### src/rtl/wb_stage_pkg.sv
// Shared constants for the write-back stage: control bus bit positions and
// the load-width encodings carried down the pipeline from decode.
package wb_stage_pkg;

  localparam int WB_REG_WRITE  = 0;
  localparam int WB_MEM_TO_REG = 1;

  localparam logic [2:0] LT_LW  = 3'd0;
  localparam logic [2:0] LT_LH  = 3'd1;
  localparam logic [2:0] LT_LHU = 3'd2;
  localparam logic [2:0] LT_LB  = 3'd3;
  localparam logic [2:0] LT_LBU = 3'd4;

endpackage

### src/rtl/wb_stage_load_align.sv
// Big-endian sub-word extraction for loads (byte 0 lives in the top bits),
// with sign/zero extension and alignment checking.
module load_align
  import wb_stage_pkg::*;
#(
  parameter int DATA_WIDTH = 32
) (
  input  logic [2:0]            load_type,
  input  logic [1:0]            offset,
  input  logic [DATA_WIDTH-1:0] mem_data,
  output logic [DATA_WIDTH-1:0] data,
  output logic                  misaligned
);

  logic [7:0]  byte_val;
  logic [15:0] half_val;

  always_comb begin
    byte_val = mem_data[31:24];
    case (offset)
      2'd1:    byte_val = mem_data[23:16];
      2'd2:    byte_val = mem_data[15:8];
      2'd3:    byte_val = mem_data[7:0];
      default: byte_val = mem_data[31:24];
    endcase
    half_val = offset[1] ? mem_data[15:0] : mem_data[31:16];

    // Unknown encodings behave as a full-word load, alignment rule included.
    data       = mem_data;
    misaligned = (offset != 2'b00);
    case (load_type)
      LT_LH: begin
        data       = {{(DATA_WIDTH-16){half_val[15]}}, half_val};
        misaligned = offset[0];
      end
      LT_LHU: begin
        data       = {{(DATA_WIDTH-16){1'b0}}, half_val};
        misaligned = offset[0];
      end
      LT_LB: begin
        data       = {{(DATA_WIDTH-8){byte_val[7]}}, byte_val};
        misaligned = 1'b0;
      end
      LT_LBU: begin
        data       = {{(DATA_WIDTH-8){1'b0}}, byte_val};
        misaligned = 1'b0;
      end
      default: ;
    endcase
  end

endmodule

### src/rtl/wb_stage.sv
// MIPS write-back stage: MEM/WB pipeline register, load data formatting,
// register-bank write port, misaligned-load reporting and retirement count.
module wb_stage
  import wb_stage_pkg::*;
#(
  parameter int DATA_WIDTH    = 32,
  parameter int REG_ADDR_BITS = 5,
  parameter int WB_BUS_WIDTH  = 2,
  parameter int CNT_WIDTH     = 32
) (
  input  logic                     clk,
  input  logic                     reset_n,
  input  logic                     valid_in,
  input  logic                     stall_in,
  input  logic                     flush_in,
  input  logic [WB_BUS_WIDTH-1:0]  wb_bus_in,
  input  logic [2:0]               load_type_in,
  input  logic [DATA_WIDTH-1:0]    alu_result_in,
  input  logic [DATA_WIDTH-1:0]    mem_data_in,
  input  logic [REG_ADDR_BITS-1:0] add_reg_w_in,
  output logic                     write_w,
  output logic [REG_ADDR_BITS-1:0] add_reg_w_out,
  output logic [DATA_WIDTH-1:0]    reg_w_data_out,
  output logic                     misaligned_err,
  output logic [CNT_WIDTH-1:0]     retired_cnt
);

  logic                     valid_q;
  logic [WB_BUS_WIDTH-1:0]  wb_bus_q;
  logic [2:0]               load_type_q;
  logic [DATA_WIDTH-1:0]    alu_result_q;
  logic [DATA_WIDTH-1:0]    mem_data_q;
  logic [REG_ADDR_BITS-1:0] add_reg_w_q;
  logic                     err_reported;

  logic [DATA_WIDTH-1:0]    load_data;
  logic                     align_fault;
  logic                     misaligned_now;
  logic                     reg_write;
  logic                     mem_to_reg;

  load_align #(.DATA_WIDTH(DATA_WIDTH)) u_load_align (
    .load_type  (load_type_q),
    .offset     (alu_result_q[1:0]),
    .mem_data   (mem_data_q),
    .data       (load_data),
    .misaligned (align_fault)
  );

  assign reg_write      = wb_bus_q[WB_REG_WRITE];
  assign mem_to_reg     = wb_bus_q[WB_MEM_TO_REG];
  assign misaligned_now = valid_q & mem_to_reg & reg_write & align_fault;
  assign write_w        = valid_q & reg_write & (add_reg_w_q != '0) & ~misaligned_now;
  assign add_reg_w_out  = add_reg_w_q;
  assign reg_w_data_out = mem_to_reg ? load_data : alu_result_q;

  // err_reported remembers that a stalled misaligned load already pulsed,
  // and is cleared whenever the register takes on new content.
  always_ff @(posedge clk or negedge reset_n) begin
    if (!reset_n) begin
      valid_q        <= 1'b0;
      wb_bus_q       <= '0;
      load_type_q    <= '0;
      alu_result_q   <= '0;
      mem_data_q     <= '0;
      add_reg_w_q    <= '0;
      err_reported   <= 1'b0;
      misaligned_err <= 1'b0;
      retired_cnt    <= '0;
    end else begin
      if (flush_in) begin
        valid_q  <= 1'b0;
        wb_bus_q <= '0;
      end else if (!stall_in) begin
        valid_q      <= valid_in;
        wb_bus_q     <= wb_bus_in;
        load_type_q  <= load_type_in;
        alu_result_q <= alu_result_in;
        mem_data_q   <= mem_data_in;
        add_reg_w_q  <= add_reg_w_in;
      end

      if (valid_q && !stall_in)
        retired_cnt <= retired_cnt + {{(CNT_WIDTH-1){1'b0}}, 1'b1};

      misaligned_err <= misaligned_now & ~err_reported;
      if (flush_in || !stall_in)
        err_reported <= 1'b0;
      else if (misaligned_now)
        err_reported <= 1'b1;
    end
  end

endmodule

### config.mk
export PLATFORM = sky130hd
export DESIGN_NAME = wb_stage
export DESIGN_NICKNAME = d
export VERILOG_FILES = /design/src/rtl/wb_stage_pkg.sv /design/src/rtl/wb_stage_load_align.sv /design/src/rtl/wb_stage.sv
export SDC_FILE = /design/constraint.sdc
export NUM_CORES = 1
export LEC_CHECK = 0
export BUFFER_PORTS_ARGS = -buffer_cell sky130_fd_sc_hd__buf_2
export CAP_MARGIN = 20
export CORE_ASPECT_RATIO = 1.4
export CORE_MARGIN = 3
export CORE_UTILIZATION = 55
export CTS_BUF_LIST = sky130_fd_sc_hd__clkbuf_2
export DETAILED_ROUTE_END_ITERATION = 8
export PLACE_DENSITY_LB_ADDON = 0.12
export SYNTH_ARGS = -nofsm -noshare
export SYNTH_HDL_FRONTEND = slang
export SYNTH_HIERARCHICAL = 1
export SYNTH_SLANG_ARGS = --single-unit
### constraint.sdc
create_clock -name clk -period 2.7 [get_ports clk]
set_input_delay 0.54 -clock clk [delete_from_list [all_inputs] [get_ports clk]]
set_output_delay 0.54 -clock clk [all_outputs]
set_load 0.1 [all_outputs]
==> impl_metrics.ini <==
[status]
outcome = finished with violations
violations = negative setup slack

[placed_design]
portBuffers = 149
place_congestion = 0.928
dp_hpwl_mm = 10.7

[global_route]
grt_max_degree = 110
grt_pass1_vias = 4638
track_usage_pct = 25.6
antenna_found_initial = 0
grt_pass1_wl_mm = 23.5
grt_overflow_total = 0

[cts]
clockBufferDepth = 2
cts_root_buf = clkbuf_2
cts_tree = done
cts_sinks = 109
cts.clk_slew.worst_paths_ns = 0.29
clock_latency_ns = 0.57
cts-htree-levels = 3
cts_buffers = 9

[timing]
final_hold_viol_count = 0
tightest_slew_ns = 0.703
grt_setup_unrepaired = yes
holdWs_ns = 0.156
max_slew_margin_pct = 52.8
fmaxAchievable_ghz = 0.330
min_period_ns = 3.03
setup_viol = 33
worst_clock_skew_ns = 0.0134
drv_slew = 0
fin_ws_ns = -0.331
finalCritPeriodShare_pct = 112
tns_ns = -9.01

[logic_synthesis]
synth-edff-count = 0
ys_warn_count = 6
syn_nets = 557
synthTopCellsByCount = dfrtp_1 (109), mux2_2 (106), nand2_1 (36)
synth_area_mm2 = 0.00572
syn_area_per_cell_um2 = 12.0
ys.flop_type = dfrtp_1
synth_top_cell_by_area = dfrtp_1
yosys-top-cells-area = dfrtp_1 (48%), mux2_2 (21%), xnor2_1 (4.6%)
synth-seq-cells = 109
seq_area_frac_synth_pct = 47.7
yosysUniqueCellTypes = 49
synth.most_common_cell = dfrtp_1
yosysTopAreaCellShare_pct = 47.7
syn_inst = 477
synthArstFlopShare_pct = 100

[floorplan]
die_y_um = 127
start_util_pct = 57.2
coreArea_mm2 = 0.0100
dieArea_mm2 = 0.0117
die_w_um = 92.2
rows = 43
boundaryPins = 150

[finish]
nets = 722
drive_gt1_share_pct = 54.9
diodes = 0
syn_to_final_growth_pct = 33.6

[setup_path]
ff2ff_path_depth = 5
worstSetupPathType = flip-flop to output pin
crit_buf_inv = 2
critical_path.max_fanout = 8
crit_path_max_incr_delay_ns = 0.55
cp.required_ns = 2.16
worstPathArrival_ns = 2.49
crit_path_start_kind = flip-flop
crit_slowest_cell = dfrtp_2
worstSetupPathDepth = 6
end_kind = output pin
path_cells = buf_6 -> nor2b_4 -> o311a_1 -> a221o_1 -> mux2_4 -> buf_12
critical-path-top-delay-family = compound AO/OA/AOI/OAI gates

[detailed_routing]
drt_pass1_iterations = 4
avgRoutedWirePerCell_um = 18.7
ant_nets = 0
drt-total-wl_mm = 14.7
drc = 0
vias = 4397
drt_iter0_markers = 177
viasPerCell = 5.62

[pwr]
leakage_nw = 3.54
ir_drop_mv = 0.904
p_per_area_mw_per_mm2 = 726

[worst_hold_path]
hold_class = input port to flip-flop
hold_path_depth = 2

[run]
maxCapViolCount = 0
[routing by layer]
metal / up-vias / share of wire [%] / wire (um) / global-route usage [%]
li1: 2050 / - / - / -
met1: 2176 / 37 / 5470 / 29.3
met2: 141 / 54 / 7920 / 45.7
met3: 30 / 5.3 / 772 / 5.93
met4: 0 / 3.4 / 499 / 10.9
met5: - / 0 / 0 / 0
[logic make-up (layout without fill, tap and decap cells)]
family	Yosys count	after routing	synth area share, %
AOI/OAI and AO/OA	61	61	7.39
muxes	118	118	24.5
adders and majority gates	2	2	0.393
buffers and inverters	35	205	3.43
and+or+nand+nor	119	119	11.6
DFF	109	109	47.7
xor gates and xnor gates	33	33	5.05
[path summary, 6_finish.rpt]
kind                            slack [ns]                           to                        start
worst max-delay path                 -0.33            reg_w_data_out[7]  alu_result_q[1]$_DFFE_PN0P_
worst min-delay path                  0.16    mem_data_q[1]$_DFFE_PN0P_               mem_data_in[1]
worst max register to register        0.81  retired_cnt[30]$_DFFE_PN0P_   retired_cnt[0]$_DFFE_PN0P_
worst min register to register        0.45     misaligned_err$_DFF_PN0_     err_reported$_DFFE_PN0P_
max in group asynchronous             1.69   load_type_q[2]$_DFFE_PN0P_                      reset_n
min in group asynchronous             0.45  alu_result_q[3]$_DFFE_PN0P_                      reset_n
[cell usage in the layout (no fill, tap or decap), types with 3 or more instances in the layout]
cell          n
a21o_1       16
a21oi_1      15
a22oi_2       6
and3_1        6
buf_12       36
buf_2       115
buf_4        18
buf_6        13
clkbuf_2     11
clkinvlp_4    3
dfrtp_1     105
dfrtp_2       4
inv_1         3
mux2_2       93
mux2_4       13
mux2i_1       3
mux4_2        7
nand2_1      34
nand3_1       7
nand4_1      17
nand4b_1      3
nor2_1       16
nor2_2        3
nor3_1        3
o21ai_0       6
o31ai_1       4
or3b_4        3
xnor2_1      30
xor2_1        3
[report_power, final]
part | total [mW] | internal, mW | leakage (nW) | switching (mW)
Combinational | 2.76 | 1.09 | 2.13 | 1.67
Clock | 0.759 | 0.224 | 0.0677 | 0.535
Sequential | 2.04 | 1.82 | 1.34 | 0.214
[sequential cells by signal, indices dropped and copies added, names as in the netlist]
signal	count
load_type_q	3
retired_cnt	32
wb_bus_q	2
alu_result_q	32
mem_data_q	32
err_reported	1
add_reg_w_out	5
valid_q	1
misaligned_err	1
[worst register-to-register path, stage by stage, from the launching register on]
cell and delay [ns]:
dfrtp_1 0.52, ha_1 0.26, nand2_1 0.12, nor4_4 0.54, nand4_1 0.21, xnor2_1 0.20
[metrics by stage]
stage,util (%),area (um^2),cells,total power [mW],worst slack (ns)
after CTS,75.1,7520,781,5.50,-0.381
after detailed placement,71.8,7190,758,4.63,0.171
after global routing,76.4,7650,782,5.79,-0.440
after floorplan,-,5740,477,3.76,0.136
final,76.4,7650,782,5.56,-0.331
after global placement,71.8,7190,758,4.59,0.183
[final cells by class]
| cell class | instances | area [um^2] |
|---|---|---|
| flip-flops and latches | 109 | 2730 |
| clock buffers | 11 | 55.1 |
| well taps | 135 | 169 |
| repair buffers | 184 | 1600 |
| clock inverters | 5 | 60.1 |
| multi-input cells | 333 | 3010 |
| fillers | 687 | 2360 |
| inverters | 5 | 22.5 |
[timing repair]
item                                   4_1_cts  5_1_grt
gates resized for setup                     43       33
pin swaps                                   10        4
setup endpoints to repair                   33       33
endpoints found under the hold margin       77        0
buffers inserted                             6        1
hold buffers                                 1        0
Power figures use the tool's default switching activity.
